--- src/rtl/neuron_slot_sched_if.sv ---
// Signal bundle between the host configuration side and neuron_slot_sched.
// The scheduler takes the slave view; the host (or a bench) takes the master view.
interface neuron_slot_sched_if #(
  parameter int NN = 8
);
  logic        run;
  logic        cfg_req;
  logic [31:0] cfg_div;
  logic        cfg_ack;
  logic [NN:0] tap_a;
  logic [NN:0] tap_b;
  logic [NN:0] tap_c;
  logic        tick;
  logic [NN:0] neuron_idx;
  logic [1:0]  phase;
  logic        frame_start;
  logic        tap_strobe;
  logic [31:0] frame_cnt;
  logic        busy;

  modport master (
    output run, cfg_req, cfg_div, tap_a, tap_b, tap_c,
    input  cfg_ack, tick, neuron_idx, phase, frame_start, tap_strobe, frame_cnt, busy
  );

  modport slave (
    input  run, cfg_req, cfg_div, tap_a, tap_b, tap_c,
    output cfg_ack, tick, neuron_idx, phase, frame_start, tap_strobe, frame_cnt, busy
  );
endinterface

--- src/rtl/neuron_slot_sched.sv ---
// Time-multiplex scheduler: divides rawclk into tick enables and walks the
// {neuron_idx, phase} slot counter, with divider reloads only at frame boundaries.
module neuron_slot_sched #(
  parameter int          NN      = 8,
  parameter logic [31:0] DIV_RST = 32'd0
) (
  input logic                rawclk,
  input logic                reset,
  neuron_slot_sched_if.slave bus
);
  localparam int SW = NN + 3;

  typedef enum logic [1:0] {IDLE, RUN, DRAIN} state_t;

  state_t        r_state;
  state_t        w_state_nxt;
  logic [31:0]   r_active_div;
  logic [31:0]   r_div_cnt;
  logic [SW-1:0] r_slot;
  logic          r_cfg_block;
  logic          r_tick;
  logic          r_frame_start;
  logic          r_tap_strobe;
  logic          r_cfg_ack;
  logic [NN:0]   r_neuron_idx;
  logic [1:0]    r_phase;
  logic [31:0]   r_frame_cnt;

  logic w_stop;
  logic w_count;
  logic w_hit;
  logic w_last;
  logic w_first;
  logic w_tap_match;
  logic w_start;
  logic w_accept;

  // A draining frame that has wrapped back to slot 0 must not issue another tick.
  always_comb begin
    w_stop      = (r_state == DRAIN) && !bus.run && (r_slot == '0);
    w_count     = (r_state != IDLE) && !w_stop;
    w_hit       = w_count && (r_div_cnt == r_active_div);
    w_last      = (r_slot == '1);
    w_first     = (r_slot == '0);
    w_tap_match = (r_slot[SW-1:2] == bus.tap_a) ||
                  (r_slot[SW-1:2] == bus.tap_b) ||
                  (r_slot[SW-1:2] == bus.tap_c);
    w_start     = (r_state == IDLE) && bus.run;
    if (r_state == IDLE) begin
      w_accept = bus.cfg_req && !r_cfg_block;
    end else begin
      w_accept = bus.cfg_req && !r_cfg_block && w_hit && w_last;
    end
  end

  always_ff @(posedge rawclk) begin
    if (reset) begin
      r_state <= IDLE;
    end else begin
      r_state <= w_state_nxt;
    end
  end

  always_comb begin
    w_state_nxt = r_state;
    case (r_state)
      IDLE:    if (bus.run) w_state_nxt = RUN;
      RUN:     if (!bus.run) w_state_nxt = DRAIN;
      DRAIN: begin
        if (bus.run) begin
          w_state_nxt = RUN;
        end else if (r_slot == '0) begin
          w_state_nxt = IDLE;
        end
      end
      default: w_state_nxt = IDLE;
    endcase
  end

  always_ff @(posedge rawclk) begin
    if (reset) begin
      r_active_div  <= DIV_RST;
      r_div_cnt     <= '0;
      r_slot        <= '0;
      r_cfg_block   <= 1'b0;
      r_tick        <= 1'b0;
      r_frame_start <= 1'b0;
      r_tap_strobe  <= 1'b0;
      r_cfg_ack     <= 1'b0;
      r_neuron_idx  <= '0;
      r_phase       <= '0;
      r_frame_cnt   <= '0;
    end else begin
      r_tick        <= w_hit;
      r_frame_start <= w_hit && w_first;
      r_tap_strobe  <= w_hit && (r_slot[1:0] == 2'd0) && w_tap_match;
      r_cfg_ack     <= w_accept;

      // Re-arm the handshake only once the host has dropped its request.
      if (w_accept) begin
        r_active_div <= bus.cfg_div;
        r_cfg_block  <= 1'b1;
      end else if (!bus.cfg_req) begin
        r_cfg_block  <= 1'b0;
      end

      if (w_start) begin
        r_div_cnt <= '0;
        r_slot    <= '0;
      end else if (w_hit) begin
        r_div_cnt    <= '0;
        r_slot       <= r_slot + 1'b1;
        r_neuron_idx <= r_slot[SW-1:2];
        r_phase      <= r_slot[1:0];
        if (w_last) begin
          r_frame_cnt <= r_frame_cnt + 32'd1;
        end
      end else if (w_count) begin
        r_div_cnt <= r_div_cnt + 32'd1;
      end
    end
  end

  assign bus.tick        = r_tick;
  assign bus.neuron_idx  = r_neuron_idx;
  assign bus.phase       = r_phase;
  assign bus.frame_start = r_frame_start;
  assign bus.tap_strobe  = r_tap_strobe;
  assign bus.frame_cnt   = r_frame_cnt;
  assign bus.cfg_ack     = r_cfg_ack;
  assign bus.busy        = (r_state != IDLE);
endmodule

--- src/flat_wrapper.sv ---
// flat-port wrapper written by rule: the top's interface ports become plain ports
module neuron_slot_sched_flat 
#(
  parameter int          NN      = 8,
  parameter logic [31:0] DIV_RST = 32'd0
)
  (rawclk, reset, bus_run, bus_cfg_req, bus_cfg_div, bus_tap_a, bus_tap_b, bus_tap_c, bus_cfg_ack, bus_tick, bus_neuron_idx, bus_phase, bus_frame_start, bus_tap_strobe, bus_frame_cnt, bus_busy);
  neuron_slot_sched_if #(.NN(NN)) bus_i ();
  input logic rawclk;
  input logic reset;
  input wire logic [$bits(bus_i.run)-1:0] bus_run;
  input wire logic [$bits(bus_i.cfg_req)-1:0] bus_cfg_req;
  input wire logic [$bits(bus_i.cfg_div)-1:0] bus_cfg_div;
  input wire logic [$bits(bus_i.tap_a)-1:0] bus_tap_a;
  input wire logic [$bits(bus_i.tap_b)-1:0] bus_tap_b;
  input wire logic [$bits(bus_i.tap_c)-1:0] bus_tap_c;
  output wire logic [$bits(bus_i.cfg_ack)-1:0] bus_cfg_ack;
  output wire logic [$bits(bus_i.tick)-1:0] bus_tick;
  output wire logic [$bits(bus_i.neuron_idx)-1:0] bus_neuron_idx;
  output wire logic [$bits(bus_i.phase)-1:0] bus_phase;
  output wire logic [$bits(bus_i.frame_start)-1:0] bus_frame_start;
  output wire logic [$bits(bus_i.tap_strobe)-1:0] bus_tap_strobe;
  output wire logic [$bits(bus_i.frame_cnt)-1:0] bus_frame_cnt;
  output wire logic [$bits(bus_i.busy)-1:0] bus_busy;
  assign bus_i.run = bus_run;
  assign bus_i.cfg_req = bus_cfg_req;
  assign bus_i.cfg_div = bus_cfg_div;
  assign bus_i.tap_a = bus_tap_a;
  assign bus_i.tap_b = bus_tap_b;
  assign bus_i.tap_c = bus_tap_c;
  assign bus_cfg_ack = bus_i.cfg_ack;
  assign bus_tick = bus_i.tick;
  assign bus_neuron_idx = bus_i.neuron_idx;
  assign bus_phase = bus_i.phase;
  assign bus_frame_start = bus_i.frame_start;
  assign bus_tap_strobe = bus_i.tap_strobe;
  assign bus_frame_cnt = bus_i.frame_cnt;
  assign bus_busy = bus_i.busy;
  neuron_slot_sched #(.NN(NN), .DIV_RST(DIV_RST)) u_core (.rawclk(rawclk), .reset(reset), .bus(bus_i));
endmodule
--- config.mk ---
export PLATFORM = sky130hd
export DESIGN_NAME = neuron_slot_sched_flat
export DESIGN_NICKNAME = d
export VERILOG_FILES = /design/src/rtl/neuron_slot_sched_if.sv /design/src/rtl/neuron_slot_sched.sv /design/src/flat_wrapper.sv
export SDC_FILE = /design/constraint.sdc
export NUM_CORES = 1
export LEC_CHECK = 0
export BUFFER_PORTS_ARGS = -buffer_cell sky130_fd_sc_hd__buf_2
export CORE_ASPECT_RATIO = 0.75
export CORE_MARGIN = 2
export CORE_UTILIZATION = 30
export CTS_BUF_LIST = sky130_fd_sc_hd__clkbuf_4
export CTS_CLUSTER_DIAMETER = 40
export DETAILED_ROUTE_END_ITERATION = 7
export GPL_TIMING_DRIVEN = 0
export PLACE_DENSITY = 0.51
export SLEW_MARGIN = 20
export SYNTH_ARGS = -nofsm -noshare
export SYNTH_HDL_FRONTEND = slang
export SYNTH_SLANG_ARGS = --single-unit
export TNS_END_PERCENT = 10
--- constraint.sdc ---
create_clock -name rawclk -period 4.85 [get_ports rawclk]
set_input_delay 0.97 -clock rawclk [delete_from_list [all_inputs] [get_ports rawclk]]
set_output_delay 0.97 -clock rawclk [all_outputs]
set_load 0.005 [all_outputs]
# ---- Word-level counts from Yosys, hierarchy flattened
# Index checks and enable logic that the tools add are counted.
dict set report totals {
  register_bits 125
  latch_bits 0
  ramBits 0
  romBits 0
  inputBits 63
  mem_count 0
}
dict set report classes {
  n_addsub 3
  mul 0
  n_div 0
  n_lt_le_gt_ge 0
  eq_ne 11
  n_shift 0
  muxes 8
  bitwise 1
  n_reduce_logical 25
}
# op count
set ops {}
lappend ops {{$add 32x1->32 const B} 2}
lappend ops {{$eq 32x32->1} 1}
lappend ops {{$eq 9x9->1} 3}
lappend ops {{$add 11x1->11 const B} 1}
lappend ops {{$eq 11x11->1 const B} 1}
lappend ops {{$logic_and 1x1->1} 11}
lappend ops {{$logic_not 11->1} 1}
lappend ops {{$mux 2} 4}
lappend ops {{$pmux 2 s3} 1}
lappend ops {{$reduce_and 3->1} 2}
lappend ops {{$logic_not 2->1} 2}
lappend ops {{$ne 2x2->1 const B} 2}
lappend ops {{$logic_not 1->1} 3}
lappend ops {{$mux 1} 3}
lappend ops {{$ne 3x2->1 const B} 1}
lappend ops {{$reduce_or 3->1} 1}
lappend ops {{$eq 2x1->1 const B} 1}
lappend ops {{$eq 2x2->1 const B} 1}
lappend ops {{$logic_or 1x1->1} 2}
lappend ops {{$ne 2x1->1 const B} 1}
lappend ops {{$reduce_and 2->1} 1}
lappend ops {{$reduce_bool 2->1} 1}
lappend ops {{$reduce_or 2->1} 1}
lappend ops {{$not 1->1} 1}

# ---- Logic depth before layout (Yosys ltp)
# Gate-level depths: netlist of run 1.
dict set report logic_depth {
  ltp_word 10
  mapped_depth 11
  depth_no_buf 8
}

# ---- Worst setup path before layout of run 1
# No wires, ideal clock.
dict set report synth_timing {
  path_type {in2reg}
  startpoint {input bus_run}
  endpoint {register u_core.r_frame_cnt[31], in the netlist u_core.bus.frame_cnt[31]}
  setup_ns 0.121
  arrival_time_ns 2.400
  t_required_ns 4.729
  slack_ns 2.329
  path_stages 8
  path_cell_list {nor2_1 > and4_1 > buf_2 > nor2_4 > nand4_4 > buf_6 > nor4_1 > mux2_2}
}
dict set report synth_via {
  elab_chain_cells 7
}
# item line_no
set synth_lines {}
lappend synth_lines {{start: declaration} flat_wrapper.sv:11} ;# input wire logic [$bits(bus_i.run)-1:0] bus_run;
lappend synth_lines {{$logic_not 1->1} neuron_slot_sched.sv:40} ;# w_stop = (r_state == DRAIN) && !bus.run && (r_slot == '0);
lappend synth_lines {{$logic_and 1x1->1 (2 in series)} neuron_slot_sched.sv:40}
lappend synth_lines {{$logic_not 1->1} neuron_slot_sched.sv:41} ;# w_count = (r_state != IDLE) && !w_stop;
lappend synth_lines {{$logic_and 1x1->1} neuron_slot_sched.sv:41}
lappend synth_lines {{$logic_and 1x1->1} neuron_slot_sched.sv:42} ;# w_hit = w_count && (r_div_cnt == r_active_div);
lappend synth_lines {{$reduce_and 3->1 (no line) (*)} -}
lappend synth_lines {{end signal: assignment} neuron_slot_sched.sv:116} ;# r_frame_cnt <= r_frame_cnt + 32'd1;
lappend synth_lines {{end: declaration} neuron_slot_sched.sv:27} ;# logic [31:0] r_frame_cnt;
# Mark *: on every way between the ends. The rest lies on a longest branch, timed or not.
# A chain may end at the register's enable or synchronous reset.

# ---- Final worst setup path of run 1
dict set report layout_timing {
  startpoint {register u_core.r_state[0]}
  endpoint {output bus_busy}
}
dict set report layout_via {
  elab_chain_cells 1
}
# item line_no
set layout_lines {}
lappend layout_lines {{start: declaration} neuron_slot_sched.sv:15} ;# state_t r_state;
lappend layout_lines {{start signal: assignment} neuron_slot_sched.sv:60} ;# r_state <= w_state_nxt;
lappend layout_lines {{$reduce_bool 2->1} neuron_slot_sched.sv:131} ;# assign bus.busy = (r_state != IDLE);
lappend layout_lines {{end: declaration} flat_wrapper.sv:24} ;# output wire logic [$bits(bus_i.busy)-1:0] bus_busy;
# Every way passes these cells.

==> results_dict.tcl, run 1 <==
set metrics [dict create \
    status "finished clean" \
    synth_xor_xnor_area_share 0.125 \
    setup_tns_ns 0 \
    synth_area_leaders "dfxtp_1 (38%), xnor2_1 (7.5%), nand2b_1 (6.3%)" \
    period_share 0.587 \
    crit_start "u_core.r_state[0]" \
    dpl.cell_count 1142 \
    crit_fanout 9 \
    synth_area_sq_um 6540 \
    power_leakage_nw 2.90 \
    yosysSeqAreaShare 0.383 \
    maxSlewViolCount 0 \
    area_growth_pct 18.2 \
    cts.sinks 125 \
    power.density_nw_per_um2 262 \
    clk_latency_ns 0.56 \
    clockRootBuffer "clkbuf_4" \
    grt_pass1_wl_um 29100 \
    slew_headroom 0.386 \
    finalHoldViolCount 0 \
    grt-ovfl-total 0 \
    first_global_vias 5225 \
    synth_top_family_by_area "simple AND/OR/NAND/NOR gates" \
    drc_errors 0 \
    dpl-instance-area_sq_um 7450 \
    die_w_um 174 \
    arrival_ns 1.88 \
    max-vdd-ir-drop_mv 0.134 \
    setup_violations 0 \
    finalCriticalPeriod_ns 2.85 \
    yosys.area_share.adder 0.00765 \
    synth_compound_area_frac 0.0693 \
    end_kind "primary output" \
    total_power_mw 2.02 \
    synth_simple_gate_area_frac 0.306 \
    wl_per_cell_um 15.7 \
    grt_usage 0.161 \
    cts_tree "yes" \
    cp_slowest_stage_delay_ns 0.57 \
    finalInstanceArea_sq_um 7730 \
    initial_core_util 0.308 \
    hpwl_um 13600 \
    post_cts_resized 0 \
    n_antenna_cell 0 \
    port-buffer-count 110 \
    cts_buffers 17 \
    syn_nets 811 \
    required_ns 3.88 \
    timing.hold.ws_ns 0.456 \
    path_clk_slew_ns 0.10 \
    yosysMostFrequentCell "dfxtp_1" \
    gp_congestion 0.793 \
    maxCapViolCount 0 \
    cts_hold_buf 0 \
    syn_inst 744 \
    vias 5585 \
    coreArea_sq_um 21200 \
    min-delay-start "u_core.r_cfg_block" \
    worstSetupPathType "register to primary output" \
    syn_avg_cell_area_sq_um 8.79 \
    min-delay-path-class "register to register" \
    rows 46 \
    grt_max_degree 17 \
    grt_setup_unrepaired "no" \
    ant_nets 0 \
    drt_iter0_drc 332 \
    antenna_found_initial 0 \
    ys_seq_elements 125 \
    h-tree-depth 4 \
    fin_util 0.364 \
    clock_path_buffers 2 \
    fin_nets 940 \
    cp_slowest_cell "nor2_1" \
    yosysTopAreaCellShare 0.383 \
    final_layout_size_suffix_gt1_frac 0.204 \
    yosysTopAreaCell "dfxtp_1" \
    die_y_um 132 \
    final_cells 1174 \
    synth_mux_area_frac 0.0693 \
    setup_slack_ns 2.00 \
    async_reset_ff_frac 0 \
    wl_um 18400 \
    finClkSkew_ns 0.0254 \
    crit_chain "nor2_1, inv_1, buf_2" \
    fmax_mhz 351 \
    worst_pin_slew_ns 0.913 \
    critPathLaunchType "register" \
    synth_edf_count 0 \
    routed_via_density 4.76 \
    synth_commonest_cells "dfxtp_1 (125), nand2b_1 (66), xnor2_1 (56)" \
    die_area_sq_um 23000 \
    cp_top_family "simple AND/OR/NAND/NOR gates" \
    cp_num_buf_inv 2 \
    pre_cts_ws_ns 1.86 \
    dr.pass1.iters 4 \
    synth-main-ff-cell "dfxtp_1" \
    postCtsSetupBuffers 0 \
    yosysWarningCount 0 \
    synth.distinct_cells 41 \
    pin_count 111 \
    regToRegStartpoint "u_core.r_slot[10]" \
]
==> placed cells by master, fill, tap and decap left out, types with 11 or more instances in the layout <==
| cell | n |
|---|---|
| and4_1 | 11 |
| nor2b_1 | 11 |
| mux2i_1 | 34 |
| nand2b_1 | 66 |
| nor2_1 | 55 |
| xor2_1 | 37 |
| nor3_1 | 15 |
| buf_2 | 120 |
| a21oi_1 | 41 |
| nand2_1 | 52 |
| xnor2_1 | 56 |
| clkbuf_1 | 21 |
| nand3_1 | 37 |
| or4_1 | 19 |
| dfxtp_1 | 125 |
| o31ai_1 | 19 |
| clkbuf_4 | 21 |
| and3_1 | 20 |
| nand4_1 | 33 |
==> report_power, final <==
part / leakage [nW] / internal (mW) / switching (mW)
combinational: 1.73 / 0.0854 / 0.113
sequential: 1.01 / 1.05 / 0.0173
clock: 0.159 / 0.369 / 0.393
total: 2.90 / 1.50 / 0.523
==> registers in the layout (all words and copies together), names as in the netlist <==
signal / count
u_core.r_state: 2
u_core.bus.cfg_ack: 1
u_core.r_cfg_block: 1
u_core.bus.frame_cnt: 32
u_core.r_active_div: 32
u_core.r_slot: 11
u_core.bus.tick: 1
u_core.bus.tap_strobe: 1
u_core.bus.phase: 2
u_core.r_div_cnt: 32
u_core.bus.neuron_idx: 9
u_core.bus.frame_start: 1
==> cell type report <==
class / instances / area, sq um
fill: 2195 / 13500
multi-input combinational: 567 / 3770
sequential: 125 / 2500
timing repair buffer: 110 / 551
tap: 288 / 360
buffer: 44 / 238
clock buffer: 21 / 158
clock inverter: 11 / 124
inverter: 8 / 30.0
==> final timing paths <==
kind,depth (start not counted),end,slack [ns]
max,3,bus_busy,2.00
min,1,u_core.bus.cfg_ack,0.46
max reg2reg,10,u_core.r_div_cnt[17],2.17
min reg2reg,1,u_core.bus.cfg_ack,0.46
==> metal layers <==
layer  vias up  routed length (um)  global-route usage
met1      2540               10100               0.251
met4         0                 136              0.0375
li1       2881                   -                   -
met5         -                   0                   0
met3         8                 989              0.0386
met2       156                7150               0.218
==> cells by family after synthesis <==
kind of cell               Yosys count
xor gates and xnor gates            93
AOI/OAI and AO/OA                   76
DFF                                125
adders and majority gates            4
buffers and inverters               52
and+or+nand+nor                    350
muxes                               44
Note: power is estimated with default switching activity, not from simulation.
==> run 2, diff against run 1 <==
Settings changed: ABC_AREA from default to 1, PLACE_DENSITY 0.51 to 0.52.
Clock period 4.85 ns to 2.5 ns, I/O delays scaled along.
==> results_dict.tcl, run 2 <==
set metrics [dict create \
    antenna_found_initial 1 \
    yosysSeqAreaShare 0.340 \
    total_power_mw 4.03 \
    cp_slowest_stage_delay_ns 0.45 \
    synth_area_leaders "dfxtp_1 (34%), nand2_1 (16%), nor2_1 (8.4%)" \
    clock_path_buffers 2 \
    cp_num_buf_inv 2 \
    intPower_mw 2.81 \
    timing.hold.ws_ns 0.137 \
    dpl-instance-area_sq_um 8320 \
    maxSlewViolCount 0 \
    status "finished clean" \
    final_common_cell "nand2_1" \
    pre_cts_ws_ns 0.0984 \
    ys_seq_elements 125 \
    die_y_um 140 \
    power_leakage_nw 3.69 \
    syn_avg_cell_area_sq_um 6.46 \
    wl_per_cell_um 13.7 \
    arrival_ns 2.80 \
    maxCapViolCount 0 \
    ant_nets 0 \
    clockRootBuffer "clkbuf_4" \
    syn_inst 1139 \
    fmax_mhz 427 \
    most-common-layout-cells "nand2_1 (313), nor2_1 (165), buf_2 (132), dfxtp_1 (124), inv_1 (80)" \
    critPathLaunchType "register" \
    cp_top_family "simple AND/OR/NAND/NOR gates" \
    drt_iter0_drc 432 \
    grt-ovfl-total 0 \
    first_global_vias 6524 \
    sw_frac_of_total 0.302 \
    cts.sinks 125 \
    hpwl_um 17200 \
    worstSetupPathType "register to register" \
    async_reset_ff_frac 0 \
    coreArea_sq_um 24000 \
    min-delay-path-class "input pin to register" \
    grt_pass1_wl_um 35200 \
    gp_congestion 0.892 \
    max-vdd-ir-drop_mv 0.291 \
    crit_fanout 10 \
    die_w_um 185 \
    fin_util 0.359 \
    drc_errors 0 \
    rows 49 \
    initial_core_util 0.306 \
    p_comb_frac 0.107 \
    cp_slowest_cell "dfxtp_1" \
    power.density_nw_per_um2 467 \
    yosysTopAreaCellShare 0.340 \
    synth.distinct_cells 34 \
    setup_tns_ns 0 \
    grt_max_degree 17 \
    grt_setup_unrepaired "no" \
    slew_headroom 0.537 \
    syn_nets 1206 \
    setup_violations 0 \
    multi_input_area_sq_um 4150 \
    worst_pin_slew_ns 0.689 \
    wl_um 22200 \
    cts_tree "yes" \
    finalHoldViolCount 0 \
    crit_chain "inv_2, nand2_1, nand2_1, nor2_1, nand2_1, nor2_1, nand2_1, nor2_1, nand3_1, nand2_1, nand2_4, buf_6, nor2_1, nor2_1" \
    routed_via_density 4.53 \
    synth_commonest_cells "nand2_1 (313), nor2_1 (165), dfxtp_1 (125)" \
    end_kind "register" \
    final_cells 1614 \
    synth_area_sq_um 7360 \
    pin_count 111 \
    area_growth_pct 17.3 \
    period_share 0.937 \
    vias 7318 \
    cts_hold_buf 0 \
    finClkSkew_ns 0.0412 \
    finalCriticalPeriod_ns 2.34 \
    fillCellCount 2716 \
    clk_latency_ns 0.57 \
    required_ns 2.96 \
    synth_edf_count 0 \
    fin_nets 1335 \
    final_layout_size_suffix_gt1_frac 0.189 \
    finalInstanceArea_sq_um 8630 \
    seq_area_sq_um 2500 \
    cts_buffers 17 \
    dpl.cell_count 1580 \
    dr.pass1.iters 5 \
    seqPwrFrac 0.514 \
    yosysWarningCount 0 \
    die_area_sq_um 25800 \
    synth-main-ff-cell "dfxtp_1" \
    path_clk_slew_ns 0.15 \
    h-tree-depth 4 \
    setup_slack_ns 0.158 \
    yosysTopAreaCell "dfxtp_1" \
    p_clk_frac 0.380 \
    grt_usage 0.174 \
    port-buffer-count 110 \
    p_sw_mw 1.22 \
    yosysMostFrequentCell "nand2_1" \
]
-- run 2: changes by cell type after synthesis, moves of 32 or more --
cell      change
mux2i_1      -34
a21oi_1      +32
nand2_1     +261
xnor2_1      -45
nand3_1      +40
nor3_1       +32
nor2_1      +110
inv_2        +36
nand2b_1     -66
inv_1        +72
-- run 2: cells by family after synthesis --
logic type / count (synthesis) / share of synthesized area
buffers and inverters: 165 / 0.0973
XOR/XNOR: 75 / 0.0893
AO/OA/AOI/OAI: 107 / 0.0753
adder cells (fa/ha/maj): 4 / 0.00680
AND/OR/NAND/NOR: 663 / 0.391
flip-flops: 125 / 0.340
-- run 2: layout make-up --
| cell class | instances | share of cell area |
|---|---|---|
| inverters | 117 | 0.0509 |
| multi-input cells | 849 | 0.481 |
| clock inverters | 15 | 0.0186 |
| clock buffers | 17 | 0.0148 |
| flip-flops and latches | 125 | 0.290 |
| diodes | 2 | 0.000580 |
| repair buffers | 110 | 0.0638 |
| plain buffers | 48 | 0.0323 |
| well taps | 331 | 0.0480 |
-- run 2: worst reg2reg max path, cell delays in order (launching register included) --
cell and delay, ns:
dfxtp_1 0.45, inv_2 0.07, nand2_1 0.06, nand2_1 0.05, nor2_1 0.18, nand2_1 0.14
nor2_1 0.18, nand2_1 0.09, nor2_1 0.12, nand3_1 0.19, nand2_1 0.18, nand2_4 0.13
buf_6 0.18, nor2_1 0.17, nor2_1 0.07
-- run 2: power by group through the flow --
stage / Clock, mW / Combinational (mW) / Sequential (mW)
6_report: 1.53 / 0.430 / 2.07
5_1_grt: 1.66 / 0.491 / 2.08
4_1_cts: 1.56 / 0.432 / 2.07
3_5_place_dp: 0 / 0.430 / 2.11
3_3_place_gp: 0 / 0.429 / 2.11
2_1_floorplan: 0 / 0.282 / 2.10
-- run 2: worst paths after layout --
kind,from,to,slack (ns),depth (start not counted)
hold reg to reg,u_core.bus.frame_cnt[29],u_core.bus.frame_cnt[29],0.48,2
setup reg to reg,u_core.r_div_cnt[27],u_core.r_active_div[5],0.16,14
hold / removal,bus_cfg_div[20],u_core.r_active_div[20],0.14,3
setup / recovery,u_core.r_div_cnt[27],u_core.r_active_div[5],0.16,14
-- run 2: repair_timing --
| item | 4_1_cts | 5_1_grt |
|---|---|---|
| setup buffers | 0 | 0 |
| gates resized for setup | 0 | 4 |
| setup endpoints to repair | 0 | 11 |
-- run 2: per-layer routing --
metal / wire [um] / global-route usage / vias to the layer above / part of all wire
met5: 0 / 0 / - / 0
met4: 175 / 0.0388 / 0 / 0.0079
met3: 1000 / 0.0348 / 17 / 0.045
met2: 8600 / 0.235 / 144 / 0.39
met1: 12400 / 0.277 / 3281 / 0.56
li1: - / - / 3876 / -
==> run 3, diff against run 2 <==
Settings changed: GPL_TIMING_DRIVEN 0 to default.
==> results_dict.tcl, run 3 (synthesis gave the netlist of run 2 again) <==
set metrics [dict create \
    slew_headroom 0.557 \
    rr_worst_depth 14 \
    finClkSkew_ns 0.0299 \
    final_layout_size_suffix_gt1_frac 0.185 \
    clk_latency_ns 0.58 \
    drc_errors 0 \
    dr.pass1.iters 5 \
    finalCriticalPeriod_ns 2.19 \
    h-tree-depth 4 \
    maxCapViolCount 0 \
    required_ns 2.94 \
    cts.sinks 125 \
    wl_um 21900 \
    period_share 0.875 \
    pin_count 111 \
    die_area_sq_um 25800 \
    fin_nets 1309 \
    postCtsSetupBuffers 0 \
    hpwl_um 16200 \
    end_kind "register" \
    initial_core_util 0.306 \
    worstSetupPathType "register to register" \
    routed_via_density 4.60 \
    regToRegStartpoint "u_core.r_div_cnt[27]" \
    min-delay-path-class "input pin to register" \
    arrival_ns 2.63 \
    ant_nets 0 \
    die_w_um 185 \
    cp_slowest_cell "dfxtp_1" \
    finalHoldViolCount 0 \
    area_growth_pct 16.6 \
    crit_fanout 30 \
    fmax_mhz 457 \
    maxSlewViolCount 0 \
    setup_tns_ns 0 \
    hold_end "u_core.r_active_div[23]" \
    setup_violations 0 \
    worst_pin_slew_ns 0.659 \
    min-delay-start "bus_cfg_div[23]" \
    cts_buffers 17 \
    total_power_mw 4.16 \
    gp_congestion 0.882 \
    clockRootBuffer "clkbuf_4" \
    clock_path_buffers 2 \
    grt_usage 0.174 \
    final_common_cell "nand2_1" \
    cp_top_family "simple AND/OR/NAND/NOR gates" \
    status "finished clean" \
    max-vdd-ir-drop_mv 0.253 \
    setup_slack_ns 0.312 \
    critPathLaunchType "register" \
    cp_num_buf_inv 3 \
    power.density_nw_per_um2 485 \
    cts_tree "yes" \
    cp_slowest_stage_delay_ns 0.47 \
    coreArea_sq_um 24000 \
    grt-ovfl-total 0 \
    power_leakage_nw 3.66 \
    vias 7305 \
    cpMostUsedCell "nand2_1" \
    grt_setup_unrepaired "no" \
    rows 49 \
    grt_max_degree 38 \
    r2r_slack_ns 0.31 \
    pre_cts_ws_ns 0.237 \
    die_y_um 140 \
    grt_pass1_wl_um 35500 \
    most-common-layout-cells "nand2_1 (313), nor2_1 (165), dfxtp_1 (124), buf_2 (110), inv_1 (80)" \
    crit_chain "inv_2, nand2_1, nand2_1, nor2_1, nand2_1, nor2_1, nand2_1, nor2_2, nand2_2, inv_2, nand2_1, buf_6, nand2_1, a21oi_1" \
    reg2reg_to "u_core.bus.frame_cnt[24]" \
    first_global_vias 6574 \
    path_clk_slew_ns 0.13 \
    port-buffer-count 110 \
    holdPathStages 3 \
    drt_iter0_drc 502 \
    antenna_found_initial 1 \
    wl_per_cell_um 13.8 \
]
-- run 3: how the worst max path moves through the flow --
| stage | start | endpoint | depth (start not counted) |
|---|---|---|---|
| after CTS | u_core.r_div_cnt[26] | u_core.bus.frame_cnt[11] | 14 |
| after global placement | u_core.r_div_cnt[26] | u_core.bus.frame_cnt[22] | 14 |
| after floorplan | u_core.bus.frame_cnt[1] | u_core.bus.frame_cnt[24] | 8 |
| after global routing | u_core.r_slot[1] | u_core.bus.frame_cnt[7] | 13 |
| after detailed placement | u_core.r_div_cnt[26] | u_core.bus.frame_cnt[21] | 14 |
| final | u_core.r_div_cnt[27] | u_core.bus.frame_cnt[24] | 14 |
-- run 3: area by class of cell --
| type | instances | area (sq um) |
|---|---|---|
| fillers | 2697 | 15500 |
| clock inverters | 12 | 169 |
| inverters | 117 | 439 |
| repair buffers | 132 | 757 |
| clock buffers | 20 | 150 |
| diodes | 1 | 2.50 |
| multi-input cells | 849 | 4150 |
| well taps | 331 | 414 |
| flip-flops and latches | 125 | 2500 |
-- run 3: repair_timing --
item,in CTS,in global routing
setup endpoints to repair,0,27
gates resized for setup,0,2
hold buffers,0,0
-- run 3: tightest hold or removal path, stage by stage --
cell	delay, ns
buf_2	0.07
nor2_1	0.04
nor2_1	0.08
-- run 3: per-stage QoR --
| step | instances | utilization | instance area, sq um | hold WS [ns] |
|---|---|---|---|---|
| after detailed placement | 1554 | 0.344 | 8260 | 0.458 |
| final | 1587 | 0.357 | 8580 | 0.139 |
| after global routing | 1587 | 0.357 | 8580 | 0.112 |
| after floorplan | 1139 | - | 7360 | 0.435 |
| after CTS | 1586 | 0.357 | 8570 | 0.0939 |
| after global placement | 1554 | 0.344 | 8260 | 0.451 |
-- run 3: layer usage --
layer / vias up / share of wire / track usage
met5: - / 0 / 0
met4: 0 / 0.0086 / 0.0439
met3: 12 / 0.046 / 0.0366
met2: 155 / 0.38 / 0.227
met1: 3316 / 0.56 / 0.280
li1: 3822 / - / -
-- run 3: where the power goes --
group	internal [mW]	switching (mW)
combinational	0.161	0.269
clock	0.820	0.846
sequential	2.04	0.0287
